===== src/rtl/npu_mac_seq_if.sv =====
// Command, buffer-read and array-control signals of the NPU MAC sequencer.
// slave is the sequencer side; master is the command path plus datapath side.
interface npu_mac_seq_if #(
    parameter int AW    = 10,
    parameter int LEN_W = 8
);
    logic             start;
    logic             abort;
    logic [LEN_W-1:0] cfg_len;
    logic [AW-1:0]    cfg_w_base;
    logic [AW-1:0]    cfg_x_base;
    logic             w_rd_en;
    logic             x_rd_en;
    logic [AW-1:0]    w_addr;
    logic [AW-1:0]    x_addr;
    logic             feed_en;
    logic             acc_clear;
    logic [31:0]      array_result;
    logic             busy;
    logic             done;
    logic             aborted;
    logic [31:0]      result_out;

    modport slave (
        input  start, abort, cfg_len, cfg_w_base, cfg_x_base, array_result,
        output w_rd_en, x_rd_en, w_addr, x_addr, feed_en, acc_clear,
               busy, done, aborted, result_out
    );

    modport master (
        output start, abort, cfg_len, cfg_w_base, cfg_x_base, array_result,
        input  w_rd_en, x_rd_en, w_addr, x_addr, feed_en, acc_clear,
               busy, done, aborted, result_out
    );
endinterface


===== src/rtl/npu_mac_seq.sv =====
// Job sequencer for the 16-MAC array: clear, stream len chunks, drain the
// array pipeline, capture the 32-bit dot product and pulse done.
module npu_mac_seq #(
    parameter int AW        = 10,
    parameter int LEN_W     = 8,
    parameter int ARRAY_LAT = 2
) (
    input  logic           clk,
    input  logic           rst_n,
    npu_mac_seq_if.slave   seq_bus
);
    typedef enum logic [2:0] {
        S_IDLE,
        S_CLEAR,
        S_FEED,
        S_DRAIN,
        S_DONE
    } state_t;

    // DRAIN lasts ARRAY_LAT+1 cycles: counter runs 0..ARRAY_LAT.
    localparam logic [3:0] DRAIN_LAST = 4'(ARRAY_LAT);

    state_t           r_state;
    logic [LEN_W-1:0] r_len;
    logic [LEN_W-1:0] r_k;
    logic [3:0]       r_drain;
    logic [AW-1:0]    r_w_addr;
    logic [AW-1:0]    r_x_addr;
    logic             r_rd_en;
    logic             r_feed_en;
    logic             r_acc_clear;
    logic             r_busy;
    logic             r_done;
    logic             r_aborted;
    logic [31:0]      r_result;

    logic w_last_chunk;
    logic w_abort_hit;

    assign w_last_chunk = (r_k == r_len - LEN_W'(1));
    // Abort in DONE lets the done pulse stand and is not acknowledged.
    assign w_abort_hit  = seq_bus.abort && (r_state != S_IDLE) && (r_state != S_DONE);

    // NOTE: all state and registered outputs use non-blocking assignments so
    // every register samples the pre-edge values, independent of statement order.
    always_ff @(posedge clk or negedge rst_n) begin
        if (!rst_n) begin
            r_state     <= S_IDLE;
            r_len       <= '0;
            r_k         <= '0;
            r_drain     <= '0;
            r_w_addr    <= '0;
            r_x_addr    <= '0;
            r_rd_en     <= 1'b0;
            r_feed_en   <= 1'b0;
            r_acc_clear <= 1'b1;
            r_busy      <= 1'b0;
            r_done      <= 1'b0;
            r_aborted   <= 1'b0;
            r_result    <= '0;
        end else begin
            r_done      <= 1'b0;
            r_aborted   <= 1'b0;
            r_acc_clear <= 1'b0;
            r_feed_en   <= r_rd_en;
            if (w_abort_hit) begin
                r_state     <= S_IDLE;
                r_busy      <= 1'b0;
                r_rd_en     <= 1'b0;
                r_feed_en   <= 1'b0;
                r_acc_clear <= 1'b1;
                r_aborted   <= 1'b1;
            end else begin
                case (r_state)
                    S_IDLE: begin
                        if (seq_bus.start) begin
                            r_state     <= S_CLEAR;
                            r_busy      <= 1'b1;
                            r_acc_clear <= 1'b1;
                            r_len       <= seq_bus.cfg_len;
                            r_w_addr    <= seq_bus.cfg_w_base;
                            r_x_addr    <= seq_bus.cfg_x_base;
                            r_k         <= '0;
                        end
                    end
                    S_CLEAR: begin
                        if (r_len == '0) begin
                            r_state  <= S_DONE;
                            r_done   <= 1'b1;
                            r_result <= '0;
                        end else begin
                            r_state <= S_FEED;
                            r_rd_en <= 1'b1;
                        end
                    end
                    S_FEED: begin
                        if (w_last_chunk) begin
                            r_state <= S_DRAIN;
                            r_rd_en <= 1'b0;
                            r_drain <= '0;
                        end else begin
                            r_k      <= r_k + LEN_W'(1);
                            r_w_addr <= r_w_addr + AW'(1);
                            r_x_addr <= r_x_addr + AW'(1);
                        end
                    end
                    S_DRAIN: begin
                        if (r_drain == DRAIN_LAST) begin
                            r_state  <= S_DONE;
                            r_done   <= 1'b1;
                            r_result <= seq_bus.array_result;
                        end else begin
                            r_drain <= r_drain + 4'd1;
                        end
                    end
                    S_DONE: begin
                        r_state <= S_IDLE;
                        r_busy  <= 1'b0;
                    end
                    default: begin
                        r_state <= S_IDLE;
                        r_busy  <= 1'b0;
                        r_rd_en <= 1'b0;
                    end
                endcase
            end
        end
    end

    assign seq_bus.w_rd_en    = r_rd_en;
    assign seq_bus.x_rd_en    = r_rd_en;
    assign seq_bus.w_addr     = r_w_addr;
    assign seq_bus.x_addr     = r_x_addr;
    assign seq_bus.feed_en    = r_feed_en;
    assign seq_bus.acc_clear  = r_acc_clear;
    assign seq_bus.busy       = r_busy;
    assign seq_bus.done       = r_done;
    assign seq_bus.aborted    = r_aborted;
    assign seq_bus.result_out = r_result;
endmodule

===== src/flat_wrapper.sv =====
// flat-port wrapper written by rule: the top's interface ports become plain ports
module npu_mac_seq_flat 
#(
    parameter int AW        = 10,
    parameter int LEN_W     = 8,
    parameter int ARRAY_LAT = 2
)
  (clk, rst_n, seq_bus_start, seq_bus_abort, seq_bus_cfg_len, seq_bus_cfg_w_base, seq_bus_cfg_x_base, seq_bus_array_result, seq_bus_w_rd_en, seq_bus_x_rd_en, seq_bus_w_addr, seq_bus_x_addr, seq_bus_feed_en, seq_bus_acc_clear, seq_bus_busy, seq_bus_done, seq_bus_aborted, seq_bus_result_out);
  npu_mac_seq_if #(.AW(AW), .LEN_W(LEN_W)) seq_bus_i ();
  input  logic clk;
  input  logic rst_n;
  input wire logic [$bits(seq_bus_i.start)-1:0] seq_bus_start;
  input wire logic [$bits(seq_bus_i.abort)-1:0] seq_bus_abort;
  input wire logic [$bits(seq_bus_i.cfg_len)-1:0] seq_bus_cfg_len;
  input wire logic [$bits(seq_bus_i.cfg_w_base)-1:0] seq_bus_cfg_w_base;
  input wire logic [$bits(seq_bus_i.cfg_x_base)-1:0] seq_bus_cfg_x_base;
  input wire logic [$bits(seq_bus_i.array_result)-1:0] seq_bus_array_result;
  output wire logic [$bits(seq_bus_i.w_rd_en)-1:0] seq_bus_w_rd_en;
  output wire logic [$bits(seq_bus_i.x_rd_en)-1:0] seq_bus_x_rd_en;
  output wire logic [$bits(seq_bus_i.w_addr)-1:0] seq_bus_w_addr;
  output wire logic [$bits(seq_bus_i.x_addr)-1:0] seq_bus_x_addr;
  output wire logic [$bits(seq_bus_i.feed_en)-1:0] seq_bus_feed_en;
  output wire logic [$bits(seq_bus_i.acc_clear)-1:0] seq_bus_acc_clear;
  output wire logic [$bits(seq_bus_i.busy)-1:0] seq_bus_busy;
  output wire logic [$bits(seq_bus_i.done)-1:0] seq_bus_done;
  output wire logic [$bits(seq_bus_i.aborted)-1:0] seq_bus_aborted;
  output wire logic [$bits(seq_bus_i.result_out)-1:0] seq_bus_result_out;
  assign seq_bus_i.start = seq_bus_start;
  assign seq_bus_i.abort = seq_bus_abort;
  assign seq_bus_i.cfg_len = seq_bus_cfg_len;
  assign seq_bus_i.cfg_w_base = seq_bus_cfg_w_base;
  assign seq_bus_i.cfg_x_base = seq_bus_cfg_x_base;
  assign seq_bus_i.array_result = seq_bus_array_result;
  assign seq_bus_w_rd_en = seq_bus_i.w_rd_en;
  assign seq_bus_x_rd_en = seq_bus_i.x_rd_en;
  assign seq_bus_w_addr = seq_bus_i.w_addr;
  assign seq_bus_x_addr = seq_bus_i.x_addr;
  assign seq_bus_feed_en = seq_bus_i.feed_en;
  assign seq_bus_acc_clear = seq_bus_i.acc_clear;
  assign seq_bus_busy = seq_bus_i.busy;
  assign seq_bus_done = seq_bus_i.done;
  assign seq_bus_aborted = seq_bus_i.aborted;
  assign seq_bus_result_out = seq_bus_i.result_out;
  npu_mac_seq #(.AW(AW), .LEN_W(LEN_W), .ARRAY_LAT(ARRAY_LAT)) u_core (.clk(clk), .rst_n(rst_n), .seq_bus(seq_bus_i));
endmodule

===== config.mk =====
export PLATFORM = sky130hd
export DESIGN_NAME = npu_mac_seq_flat
export DESIGN_NICKNAME = d
export VERILOG_FILES = /design/src/rtl/npu_mac_seq_if.sv /design/src/rtl/npu_mac_seq.sv /design/src/flat_wrapper.sv
export SDC_FILE = /design/constraint.sdc
export NUM_CORES = 1
export LEC_CHECK = 0
export ABC_AREA = 1
export CAP_MARGIN = 20
export CORE_MARGIN = 2
export CORE_UTILIZATION = 52
export CTS_CLUSTER_DIAMETER = 30
export CTS_CLUSTER_SIZE = 28
export DETAILED_ROUTE_END_ITERATION = 16
export HOLD_SLACK_MARGIN = 0.03
export PLACE_DENSITY_LB_ADDON = 0.1
export SETUP_SLACK_MARGIN = 0.05
export SYNTH_ARGS = -nofsm -noshare
export SYNTH_HDL_FRONTEND = slang
export SYNTH_SLANG_ARGS = --single-unit

===== constraint.sdc =====
create_clock -name clk -period 5.55 [get_ports clk]
set_clock_uncertainty 0.15 [all_clocks]
set_input_delay 0.555 -clock clk [delete_from_list [all_inputs] [get_ports clk]]
set_output_delay 0.555 -clock clk [all_outputs]
set_load 0.05 [all_outputs]

Word-level counts from Yosys, hierarchy flattened --
Index checks and enable logic that the tools add are counted.
Cells by class: reduce and logical (&&, ||, !) cells 17, muxes and demuxes 37, bitwise logic cells 1, add/subtract/negate cells 5, equality and inequality tests 19
Operators with widths (number):
- two-way mux 32 bit | 2
- case mux 32 bit (2 select lines) | 1
- two-way mux 10 bit | 4
- case mux 10 bit (2 select lines) | 2
- adder 10 x 1 -> 10 bit, second input constant | 2
- two-way mux 8 bit | 2
- case mux 8 bit (2 select lines) | 1
- two-way mux 3 bit | 5
- two-way mux 1 bit | 13
- case mux 3 bit (4 select lines) | 1
- AND reduction 4 bit | 3
- inequality test 2 x 1 -> 1 bit, second input constant | 5
- AND reduction 3 bit | 3
- adder 8 x 1 -> 8 bit, second input constant | 1
- == test 8 bit | 1
- logical NOT 8 bit | 1
- two-way mux 4 bit | 2
- case mux 4 bit (2 select lines) | 1
- subtractor 8 x 1 -> 8 bit, second input constant | 1
- == test 3 x 2 -> 1 bit, second input constant | 2
- inequality test 2 bit, second input constant | 3
- inequality test 3 x 1 -> 1 bit, second input constant | 2
- inequality test 3 x 2 -> 1 bit, second input constant | 2
- nonzero test 2 bit | 3
- 13 further kinds | 16
Word-level totals: word-level logic and storage cells 92, register bits after elaboration 81, output and inout port bits 59, input port bits 64

Logic depth before layout (Yosys ltp) --
Gate-level depths: netlist of the first run.
word-level depth 5, mapped depth 15, depth with buffers taken out 14

Least setup slack after synthesis of the first run --
OpenSTA, ideal clock, no wires.
path type flip-flop to flip-flop, start register u_core.r_x_addr[0] (netlist: u_core.seq_bus.x_addr[0]), end register u_core.r_x_addr[8] (netlist: u_core.seq_bus.x_addr[8]), buffers on the path 0, clock period less this slack 1.983 ns, required time 5.281 ns, data arrival time 1.714 ns, cell stages (with the launch flop) 11, setup time 0.119 ns, path slack 3.567 ns, path through dfrtp_1 -> ha_1 -> nand3_1 -> nor2_1 -> nand3_1 -> nor2_1 -> nand2_1 -> nand2_1 -> o21ai_0 -> nand2_1 -> o21ai_2
On the way: longest elaborated chain between the ends 3
RTL lines:
- from (decl) | line npu_mac_seq.sv:28 | logic [AW-1:0] r_x_addr;
- from (signal assigned) | line npu_mac_seq.sv:82 | r_x_addr <= seq_bus.cfg_x_base;
- from (signal assigned) | line npu_mac_seq.sv:104 | r_x_addr <= r_x_addr + AW'(1);
- adder 10 x 1 -> 10 bit | line npu_mac_seq.sv:104
- two-way mux 10 bit | line npu_mac_seq.sv:97 | if (w_last_chunk) begin
- case mux 10 bit (2 select lines) | line npu_mac_seq.sv:74 | case (r_state)
Every way passes these cells. The select of a mux whose other input is x is not followed. A chain may end at the register's enable or synchronous reset.

Worst setup path in the final report of the first run --
start register u_core.r_state[2], end register u_core.r_result[27] (netlist: u_core.seq_bus.result_out[27])
On the way: longest elaborated chain between the ends 5, elaborated cells between the ends (all ways) 12, those cells by class 5 x eq/ne; 1 x mux; 1 x bitwise; 5 x reduce/logical
RTL lines:
- from (decl) | line npu_mac_seq.sv:23 | state_t r_state;
- from (signal assigned) | line npu_mac_seq.sv:48 | r_state <= S_IDLE;
- from (signal assigned) | line npu_mac_seq.sv:67 | r_state <= S_IDLE;
- from (signal assigned) | line npu_mac_seq.sv:77 | r_state <= S_CLEAR;
- branches (longest 5 deep; another with AND reduction 4 bit)
- to (signal assigned) | line npu_mac_seq.sv:111 | r_result <= seq_bus.array_result;
- to (decl) | line npu_mac_seq.sv:35 | logic [31:0] r_result;
Parallel ways; which one is timed is not known.

==> results of run 1 <==
routing by layer:
metal / track usage, % / wire, µm / part of all wire (%) / up-vias
li1: - / - / - / 2079
met1: 29.6 / 4790 / 43 / 2011
met2: 44.0 / 5620 / 51 / 92
met3: 5.72 / 499 / 4.5 / 14
met4: 9.40 / 138 / 1.2 / 0
met5: 0 / 0 / 0 / -
state kept, by name, indices dropped and copies added, names as in the netlist, 3 cells and up:
name and cells:
u_core.r_k 8, u_core.r_state 3, u_core.r_len 8, u_core.r_drain 4, u_core.seq_bus.result_out 32, u_core.seq_bus.x_addr 10
u_core.seq_bus.w_addr 10
kinds of logic (layout without fill, tap and decap cells):
group,after synthesis,after routing,synth area share [%]
fa+ha+maj,7,7,1.98
compound gates,84,84,11.3
flops,81,81,45.9
simple gates,316,316,30.7
xor+xnor,13,13,2.58
buf+inv,77,191,7.58
cell type report:
| cell class | instances | area, µm² |
|---|---|---|
| Multi-Input combinational cell | 420 | 2060 |
| Inverter | 51 | 191 |
| Sequential cell | 81 | 2030 |
| Tap cell | 105 | 131 |
| Timing Repair Buffer | 125 | 1260 |
| Fill cell | 642 | 2300 |
| Clock buffer | 10 | 138 |
| Clock inverter | 5 | 104 |
through the flow:
stage,hold slack (ns),cells,util (%),setup WS [ns],total power [mW]
after floorplan,0.109,578,-,3.57,2.68
final,0.364,797,72.0,2.82,3.86
after detailed placement,0.348,780,68.6,2.84,3.32
after global placement,0.347,780,68.6,2.91,3.28
after global routing,0.399,797,72.0,2.57,4.12
after CTS,0.267,795,71.5,2.83,3.86
worst max-delay path by stage:
stage                                  start                            end  cells after the start
floorplan           u_core.seq_bus.x_addr[0]       u_core.seq_bus.x_addr[8]                     10
global placement               seq_bus_abort   u_core.seq_bus.result_out[1]                      6
detailed placement         u_core.r_state[2]  u_core.seq_bus.result_out[30]                      7
CTS                        u_core.r_state[2]  u_core.seq_bus.result_out[30]                      7
global route               u_core.r_state[2]  u_core.seq_bus.result_out[20]                      7
finish                     u_core.r_state[2]  u_core.seq_bus.result_out[27]                      7
placed cells by master (no fill, tap or decap), types with 2 or more instances in the layout:
| master | instances |
|---|---|
| nand2_1 | 182 |
| clkdlybuf4s50_1 | 121 |
| dfrtp_1 | 80 |
| nand3_1 | 71 |
| o21ai_0 | 57 |
| inv_1 | 51 |
| nor2_1 | 39 |
| o21ai_2 | 18 |
| clkbuf_8 | 10 |
| xor2_1 | 8 |
| nand4_1 | 8 |
| ha_1 | 7 |
| xnor2_1 | 5 |
| nand2_2 | 3 |
| a21oi_1 | 3 |
| o31ai_1 | 3 |
| bufinv_16 | 3 |
| nor2_4 | 2 |
| nor2_2 | 2 |
| nand2_4 | 2 |
| nor3_1 | 2 |
| buf_4 | 2 |
power groups by stage:
| stage | Clock (mW) | Sequential, mW | Combinational (mW) |
|---|---|---|---|
| CTS | 0.535 | 1.06 | 2.27 |
| finish | 0.527 | 1.07 | 2.26 |
| global placement | 0 | 1.06 | 2.21 |
| global route | 0.561 | 1.10 | 2.45 |
| floorplan | 0 | 1.71 | 0.972 |
| detailed placement | 0 | 1.06 | 2.26 |
timing repair:
action,CTS,global route
resized for setup,0,0
hold buffers,0,1
endpoints found under the hold margin,0,26
setup buffers,0,0
critical path, stage by stage, from the launching register on:
cell	delay (ns)
dfrtp_1	0.41
or2_1	0.30
nor2_4	0.60
nand2_1	0.18
nand2_2	0.47
nor2_4	0.27
nand3_1	0.14
nand2_1	0.05
==> results.md, run 1 <==
- Status: finished clean
- Syn avg cell area: 7.65 µm²
- DIE AREA: between 9000 and 10000 µm²
- Port-buffer cells: 122
- H-tree level count: 3
- Max Cap Viol: 0
- Worst-margin pin slew: about 0.77 ns
- Placed Area: 5640 µm²
- Sink of the worst hold path: u_core.seq_bus.result_out[18]
- Hold_sp: u_core.seq_bus.result_out[18]
- Routed len/inst: 13.9 µm
- PD cells: 653 nW/µm²
- DRC errors left: 0
- Clock share of power: 13.7%
- Vias: about 4200
- Final TNS setup: 0 ns
- Hold/Removal Path Class: reg2reg
- Final wirelength: 11100 µm
- Layout area overhead: 33.8%
- Routed vias/inst: ~5.3
- Total gr overflow: 0
- Synth cell types: 33
- CP max FO: 35
- Largest net degree at the start of global routing: about 80
- R2R Path End: u_core.seq_bus.result_out[27]
- GR Util All Layers: 25.0%
- Synth area leader: dfrtp_1
- Synth top area cells: dfrtp_1 (45%), nand2_1 (15%), nand3_1 (8.0%)
- Post-synth EDFFs: 0
- Final hold vios: 0
- Crit path required time: between 5 and 6 ns
- DR iter-0 viols: 152
- Final Max Slew Viols: 0
- Die height: between 90 and 100 µm
- RePlAce Congestion: 0.884
- # setup viols final: 0
- Fraction of registers with async set/reset: between 90% and 100%
- Number of global-route vias before repair: around 4300
- Slew HR: about half
- Chip Width: 96.2 µm
- Final period util: between 40% and 50%
- Post-Synthesis Cells: 578
- Final ANT Viol Nets: 0
- First-pass GRT wire length: about 18000 µm
- Max Freq: approximately 370 MHz
- Drt first pass iters: 4
- Layout cell share with drive strength beyond 1: under 10%
- CP Class: reg2reg
- CP arrival: 2.82 ns
- Num ports: between 100 and 150
- Clock transition at the registers of the reported paths: approximately 0.08 ns
- FF-to-FF setup slack: about 2.8 ns
- Top cell type's share of synthesized area: 45.3%
- CTS tree: yes
- FF+latch count, synth: about 80
- P_int: between 1.5 and 2 mW
- Post-synthesis sequential area ratio: ~46%
- Pleak: about 2.9 nW
- Initial Util: approximately 54%
- NumNets Final: around 760
- Hold Path Depth: 2
- Syn Std Cell Area: 4420 µm²
- Synth top cells by count: nand2_1 (182), dfrtp_1 (80), nand3_1 (71)
- CTS Buf Count: 9
- Synth warnings: 0
- Worst VDD drop: between 0.0003 and 0.0004 V
- Sw Ratio: between 50% and 60%
- Root buffer cell: clkbuf_8
- Post-DP HPWL: around 7300 µm
- RSZ-0062 raised after global routing: false
- Row cnt: 33
- # diodes: 0
- Initial antenna violation count: 0
- Post-synth net total: 649
- Critical path endpoint category: register
- Worst r2r src: u_core.r_state[2]
- Clock sink total: between 80 and 90
- CTS max path bufs: 2
- NetSw: ~2 mW
- Final Cell Area: between 5000 and 6000 µm²
- Combinational power share: about three fifths
- Critical Path Start Type: register
- Clk_lat worst skew: between 0.3 and 0.4 ns
- Main synth FF type: dfrtp_1
- Count leader, synth: nand2_1
- R2r worst-path depth: 7
- Flop pwr share: between 20% and 30%
- Core box area: 8220 µm²
- Min Tclk post-route: 2.73 ns
No activity file was read; power rests on OpenSTA's default activity.
==> run 2, diff against run 1 <==
CORE_UTILIZATION = 44   (was 52)
clock period = 2.2 ns   (was 5.55 ns; I/O delays follow)
==> results.md, run 2 (synthesis gave the netlist of run 1 again) <==
- Status: finished clean
- Max Cap Viol: 0
- Num ports: 123
- Max Freq: a little under 500 MHz
- Drt first pass iters: 4
- RePlAce Congestion: slightly below 0.9
- Crit path max-delay family: buffers and inverters
- Crit-path cells: clkdlybuf4s50_1
- Final Cell Area: ~6100 µm²
- DR iter-0 viols: 155
- Final worst slack: around 0.15 ns
- Die height: between 100 and 150 µm
- GR Util All Layers: 20.4%
- Final ANT Viol Nets: 0
- Multi-input logic area: between 2000 and 2500 µm²
- Final TNS setup: 0 ns
- PD cells: around 1600 nW/µm²
- CTS tree: yes
- Routed vias/inst: 4.94
- Min Tclk post-route: slightly above 2 ns
- Layout cell share with drive strength beyond 1: under 10%
- Row cnt: 36
- Pleak: about 2.9 nW
- Register Area: a little over 2000 µm²
- Commonest cells after routing, fill and taps aside: nand2_1 (182), clkdlybuf4s50_1 (121), dfrtp_1 (80)
- CTS Buf Count: 9
- Clk_lat worst skew: 0.34 ns
- DIE AREA: between 10000 and 15000 µm²
- DP Worst Slack: around 0.036 ns
- NumNets Final: between 700 and 800
- Critical Path Start Type: register
- Clock transition at the registers of the reported paths: 0.09 ns
- Final Max Slew Viols: 0
- CP arrival: ~1.7 ns
- Root buffer cell: clkbuf_8
- Placed Area: just under 6000 µm²
- Layout area overhead: 37.1%
- Crit path required time: 1.83 ns
- Chip Width: 104 µm
- Met2 Track Usage GR: around a third
- Largest net degree at the start of global routing: 46
- H-tree level count: 3
- Initial Util: a little under half
- Number of global-route vias before repair: 4094
- Slowest Stage Delay on Critical Path: roughly 0.85 ns
- RSZ-0062 raised after global routing: false
- GR Util met1: about a quarter
- Routed len/inst: roughly 13 µm
- Met3 Usage GRT: around 4.3%
- Slowest-stage cell, CP: clkdlybuf4s50_1
- Non-filler cells, final: 839
- CP Class: reg2out
- Total gr overflow: 0
- Worst VDD drop: 0.000918 V
- Final hold vios: 0
- WP buf/inv: 1
- FILL cells: 882
- Hold/Removal Path Class: in2async
- Worst-margin pin slew: roughly 0.53 ns
- Finished Core Util: about 62%
- CP max FO: 7
- Commonest non-fill, non-tap cell in the layout: nand2_1
- Final period util: approximately 93%
- Critical path endpoint category: output pin
- Largest register FFs: 32
- Final wirelength: around 11000 µm
- # diodes: 0
- Placed Instances: 817
- # setup viols final: 0
- Initial antenna violation count: 0
- Layer with the highest usage: met2
- Core box area: 9770 µm²
- Fin Hold WS: 0.244 ns
- Vias: 4141
- DRC errors left: 0
- First-pass GRT wire length: roughly 19000 µm
- Port-buffer cells: between 100 and 150
- Slew HR: between 60 and 70%
- Clock sink total: between 80 and 90
- CTS max path bufs: 2
- Final Power: roughly 9.8 mW
- Post-DP HPWL: 7740 µm
run 2: per-layer routing:
metal	share of wire [%]	routed length [µm]	up-vias
li1	-	-	2109
met3	5.4	583	12
met4	1.2	127	0
met2	50	5390	104
met1	44	4710	1916
met5	0	0	-
run 2: layout make-up:
| cell class | count | share of cell area [%] |
|---|---|---|
| inverters | 51 | 3.16 |
| clock buffers | 11 | 2.50 |
| repair buffers | 138 | 22.8 |
| well taps | 133 | 2.75 |
| clock inverters | 5 | 1.03 |
| multi-input cells | 420 | 34.3 |
| flip-flops and latches | 81 | 33.5 |
run 2: report_power, final:
group	switching [mW]	internal (mW)	total (mW)
Sequential	0.538	2.13	2.66
Combinational	3.99	1.99	5.98
Clock	0.555	0.593	1.15
Total	5.08	4.71	9.79
run 2: what timing repair did:
action	in CTS	in global routing
buffers inserted	0	5
resized for setup	1	6
hold buffers	1	0
hold endpoints to repair	35	0
endpoints found under the setup margin	20	32
pin swaps	0	2
run 2: path summary, 6_finish.rpt:
kind	from	endpoint	slack (ns)	depth (start not counted)
worst max-delay path	u_core.seq_bus.x_addr[0]	seq_bus_x_addr[0]	0.15	1
worst min-delay path	rst_n	u_core.r_len[3]	0.24	2
worst max register to register	u_core.r_len[0]	u_core.seq_bus.x_addr[2]	0.16	14
worst min register to register	u_core.seq_bus.result_out[7]	u_core.seq_bus.result_out[7]	0.36	2
max in group asynchronous	rst_n	u_core.seq_bus.result_out[30]	1.04	3
min in group clk	seq_bus_array_result[18]	u_core.seq_bus.result_out[18]	0.27	3
==> run 3, diff against run 2 <==
CORE_ASPECT_RATIO = 1.1   (was not set)
SKIP_LAST_GASP = 1   (was not set)
==> results.md, run 3 (synthesis gave the netlist of run 1 again) <==
- RePlAce Congestion: between 0.8 and 0.9
- Row cnt: 38
- CTS tree: yes
- Final period util: 93.2%
- Slowest-stage cell, CP: clkdlybuf4s50_1
- Largest register FFs: 32
- Status: finished clean
- # diodes: 0
- Routed len/inst: approximately 13 µm
- Root buffer cell: clkbuf_8
- Vias: between 4000 and 5000
- Initial Util: ~45%
- Final Max Slew Viols: 0
- Slew HR: between 60 and 70%
- Min Tclk post-route: ~2.1 ns
- Final worst slack: ~0.15 ns
- WP buf/inv: 1
- DR WL met3: between 500 and 600 µm
- Finished Core Util: about three fifths
- Routed vias/inst: 4.99
- Commonest non-fill, non-tap cell in the layout: nand2_1
- Port-buffer cells: 122
- Post-DP HPWL: ~8000 µm
- # setup viols final: 0
- Crit. Startpoint: u_core.seq_bus.x_addr[0]
- Number of global-route vias before repair: between 4000 and 5000
- Critical path endpoint category: output pin
- Layout cell share with drive strength beyond 1: about a tenth
- Critical Path Start Type: register
- CP max FO: 7
- Met2 Routed Length: around 5500 µm
- Total gr overflow: 0
- Initial antenna violation count: 0
- Crit path required time: roughly 1.8 ns
- Clk_lat worst skew: ~0.34 ns
- Worst-margin pin slew: between 0.5 and 0.6 ns
- Worst r2r src: u_core.r_len[0]
- PD cells: approximately 1600 nW/µm²
- Pleak: around 2.9 nW
- Max Freq: roughly 490 MHz
- Top sig layer: met4
- Clock share of power: 11.4%
- Wire length on met1: 4960 µm
- NumNets Final: approximately 770
- H-tree level count: 3
- DP Worst Slack: ~0.17 ns
- P_int: ~4.7 mW
- CP arrival: between 1.5 and 2 ns
- Max Cap Viol: 0
- Largest net degree at the start of global routing: 47
- Combinational power share: between 60 and 70%
- Final wirelength: ~11000 µm
- Worst VDD drop: 0.000852 V
- Clock transition at the registers of the reported paths: ~0.090 ns
- Postcts setup bufs: 0
- Final hold vios: 0
- Final ANT Viol Nets: 0
- Num ports: between 100 and 150
- NetSw: ~5.1 mW
- Clock sink total: just over 80
- RSZ-0062 raised after global routing: true
- Hold/Removal Path Class: in2async
- Crit-path cells: clkdlybuf4s50_1
- CP Class: reg2out
- Commonest cells after routing, fill and taps aside: nand2_1 (182), clkdlybuf4s50_1 (121), dfrtp_1 (80)
- DR iter-0 viols: ~220
- Chip Width: approximately 100 µm
- Core box area: 9840 µm²
- First-pass GRT wire length: 18800 µm
- Sw Ratio: between 50% and 60%
- Slowest Stage Delay on Critical Path: slightly below 0.9 ns
- CTS Buf Count: 9
- Final TNS setup: 0 ns
- DIE AREA: 10900 µm²
- Final Power: slightly below 10 mW
- Layout area overhead: 36.5%
- Flop pwr share: 27.3%
- Crit path max-delay family: buffers and inverters
- CTS max path bufs: 2
- DRC errors left: 0
- Drt first pass iters: 4
- Die height: 109 µm
- GR Util All Layers: between 20% and 30%
==> run 3: power by group through the flow <==
stage	clock network, mW	logic (mW)	registers [mW]
floorplan	0	2.45	4.31
global placement	0	5.91	2.67
detailed placement	0	5.98	2.68
CTS	1.15	6.00	2.67
global route	1.20	6.54	2.75
finish	1.11	5.99	2.66
==> run 3: worst paths after layout <==
| check | endpoint | slack, ns | cells after the start |
|---|---|---|---|
| min | u_core.r_len[3] | 0.15 | 2 |
| min in group clk | u_core.seq_bus.result_out[0] | 0.27 | 3 |
| max in group asynchronous | u_core.seq_bus.w_addr[0] | 1.19 | 3 |
| max reg2reg | u_core.seq_bus.x_addr[5] | 0.15 | 14 |
| min reg2reg | u_core.seq_bus.result_out[12] | 0.36 | 2 |
| max | seq_bus_x_addr[0] | 0.15 | 1 |
==> run 3: final cells by class <==
class                           count  area, µm²
Clock buffer                       10        138
Clock inverter                      6       65.1
Fill cell                         914       3800
Inverter                           51        191
Multi-Input combinational cell    420       2070
Sequential cell                    81       2030
Tap cell                          120        150
Timing Repair Buffer              139       1390
==> run 3: through the flow <==
stage / instances / area (µm²) / hold slack, ns
final: 827 / 6040 / 0.146
after global routing: 827 / 6040 / 0.154
after CTS: 827 / 6020 / 0.147
after detailed placement: 810 / 5800 / -0.0261
after global placement: 810 / 5800 / -0.0266
after floorplan: 578 / 4420 / -0.226
==> run 3: timing repair <==
item	in CTS	in global routing
endpoints found under the hold margin	81	0
endpoints found under the setup margin	0	43
gates resized for setup	0	7
hold buffers	1	0
==> run 3: routing by layer <==
metal,vias to the layer above,GRT usage [%]
li1,2107,-
met1,1925,26.7
met5,-,0
met2,87,36.9
met4,0,5.19
met3,7,5.00
==> variant, RTL diff (config.mk and constraints of run 2) <==
`AW` is set to 10 in 3 places; all go to 9.
--- a/src/rtl/npu_mac_seq_if.sv
+++ b/src/rtl/npu_mac_seq_if.sv
@@ -2,5 +2,5 @@
 // slave is the sequencer side; master is the command path plus datapath side.
 interface npu_mac_seq_if #(
-    parameter int AW    = 10,
+    parameter int AW    = 9,
     parameter int LEN_W = 8
 );
--- a/src/rtl/npu_mac_seq.sv
+++ b/src/rtl/npu_mac_seq.sv
@@ -2,5 +2,5 @@
 // array pipeline, capture the 32-bit dot product and pulse done.
 module npu_mac_seq #(
-    parameter int AW        = 10,
+    parameter int AW        = 9,
     parameter int LEN_W     = 8,
     parameter int ARRAY_LAT = 2
--- a/src/flat_wrapper.sv
+++ b/src/flat_wrapper.sv
@@ -2,5 +2,5 @@
 module npu_mac_seq_flat 
 #(
-    parameter int AW        = 10,
+    parameter int AW        = 9,
     parameter int LEN_W     = 8,
     parameter int ARRAY_LAT = 2
Ports: changed (resized seq_bus_cfg_w_base, seq_bus_cfg_x_base, seq_bus_w_addr and seq_bus_x_addr); port bits go from 123 to 119. The function was not compared with the original's and may differ.
==> variant against run 2 <==
Largest cell class is now flip-flops and latches. Combinational power fell by 10%. Largest power group unchanged. Power down 6.5%. Wire length increased by 2.2%. Final area shrank 4.0%. Critical endpoint is now seq_bus_x_addr[7]. Sequential power is 3% lower. Sequential cell count shrank 2. Area after synthesis decreased by 4.3%. Highest routed layer unchanged. Non-clock buffer count is 9 lower. Worst setup slack better by 0.0079 ns. Count of clock-buffer cells in the layout shrank 1. Via count is 4.0% lower.
==> variant: results (changes against run 2) <==
[global_routing]
grt_pass1_wl_mm = 18.1  ; -3.0%
grt_max_degree = 66  ; +43%
antenna_found_initial = 0  ; unchanged
grt.total_usage = 0.217  ; +0.0134
grt_pass1_vias = 3742  ; -8.6%

[worst_setup_path]
rr_startpoint = u_core.r_len[1]
critPathMaxStageDelay_ns = 0.89  ; +0.04 ns
critPathSlowestCell = clkdlybuf4s50_1
critical_path.top_delay_family = buffers and inverters
r2r_slack_ns = 0.17
rr_worst_depth = 12  ; -2
worstPathMaxFanout = 6  ; -1
reg2reg_to = u_core.seq_bus.w_addr[1]
arrival_ns = 1.68  ; about the same

[cts]
cts_made_buffers = 9  ; unchanged
h-tree-depth = 3  ; unchanged
clk_pin_slew_worst_paths_ns = 0.08
cts_root_buffer = clkbuf_8
clockBufferDepth = 2  ; unchanged

[yosys]
synth_nets = 619  ; -4.6%
yosys-top-cells-area = dfrtp_1, nand2_1, nand3_1
synthTopCellsByCount = nand2_1, nand3_1, dfrtp_1
yosys_warnings = 0  ; unchanged
synthArstFlopShare = 1.00  ; unchanged
ys_seq_area_frac = 0.467  ; +0.00879
netlist_instances = 550  ; -4.8%
synth.distinct_cells = 36  ; +9.1%
ys.flop_type = dfrtp_1

[cells_and_area]
drive_gt1_frac = 0.0728  ; -0.0221
diodes = 0  ; unchanged
largest_reg_flops = 32  ; unchanged
layout.nets = 737  ; -4.5%

[placement]
dp_hpwl_mm = 7.65  ; -1.2%
dp_cells = 783  ; -4.2%
gp_congestion = 0.848  ; -3.8%
portBuffers = 118  ; -3.3%

[route]
drt_iter0_markers = 291  ; +88%
routed_wl_mm = 11.0  ; +2.2%
via_count = 3974  ; -4.0%
first_pass_iters = 4  ; unchanged
drc = 0  ; unchanged
routedWlPerCell_um = 13.8  ; +6.9%

[power_and_ir_drop]
power_leakage_nw = 2.71  ; -6.6%
vdd_drop_max_mv = 0.875  ; -4.7%
internal_power_mw = 4.47  ; -5.2%

[worst_hold_path]
hp-class = in2async

[status]
status = completed

[timing]
holdWs_ns = 0.226  ; -0.0175 ns
max_slew_margin = 0.615  ; -0.0333

==> variant: cell types whose count changed in the layout (fill, tap and decap cells not counted), moves of 3 or more <==
cell             delta
a21oi_1            +12
a22o_1              +3
buf_4               -5
clkdlybuf4s50_1     -4
inv_1              +27
nand2_1            -44
nand3_1            +11
o21ai_0            -30
o21ai_1            +12
o21ai_2            -18
xnor2_1             -3
==> variant: metrics by stage <==
stage / setup WS [ns] / instance area (µm²) / total power, mW / setup TNS [ns] / utilization
detailed placement: -0.00389 / 5550 / 7.86 / -0.00389 / 0.598
floorplan: 0.244 / 4230 / 6.22 / 0 / -
global placement: 0.106 / 5550 / 7.77 / 0 / 0.598
global route: 0.0508 / 5820 / 9.80 / 0 / 0.627
finish: 0.153 / 5820 / 9.15 / 0 / 0.627
CTS: 0.104 / 5790 / 9.14 / 0 / 0.624
==> variant: power groups by stage <==
stage	combinational [mW]	sequential, mW	clock, mW
finish	5.38	2.58	1.20
global placement	5.21	2.57	0
floorplan	2.08	4.14	0
detailed placement	5.27	2.59	0
global route	5.83	2.67	1.30
CTS	5.34	2.58	1.23
==> variant: cell type report <==
type,count,area (µm²)
Inverter,78,293
Tap cell,129,161
Clock inverter,6,91.3
Timing Repair Buffer,129,1310
Multi-Input combinational cell,371,1860
Fill cell,862,3460
Clock buffer,10,128
Sequential cell,79,1980
==> variant: worst max path at each step <==
stage | start | to | slack, ns
finish | u_core.seq_bus.x_addr[7] | seq_bus_x_addr[7] | 0.15
global route | u_core.r_len[1] | u_core.seq_bus.w_addr[7] | 0.05
global placement | u_core.r_len[0] | u_core.seq_bus.x_addr[5] | 0.11
CTS | u_core.r_len[0] | u_core.r_drain[2] | 0.10
floorplan | u_core.seq_bus.w_addr[0] | u_core.seq_bus.w_addr[8] | 0.24
detailed placement | u_core.r_len[0] | u_core.seq_bus.w_addr[8] | -0.004
==> variant: repair_timing <==
action,CTS,global route
hold buffers,1,0
pin swaps,0,1
cloned,0,1
hold endpoints to repair,34,0
resized for setup,1,6
setup endpoints to repair,26,33
buffers inserted,1,0
==> variant: logic make-up after synthesis <==
| logic type | share of synthesized area |
|---|---|
| buffers and inverters | 0.101 |
| XOR/XNOR | 0.0207 |
| flip-flops | 0.467 |
| AO/OA/AOI/OAI | 0.0801 |
| adder cells (fa/ha/maj) | 0.0207 |
| multiplexers | 0.00532 |
| AND/OR/NAND/NOR | 0.305 |
==> variant: layer usage <==
| layer | GRT usage | routed length (µm) | part of all wire |
|---|---|---|---|
| met3 | 0.0417 | 534 | 0.048 |
| met1 | 0.311 | 5160 | 0.47 |
| met5 | 0 | 0 | 0 |
| met4 | 0.0605 | 132 | 0.012 |
| met2 | 0.338 | 5220 | 0.47 |
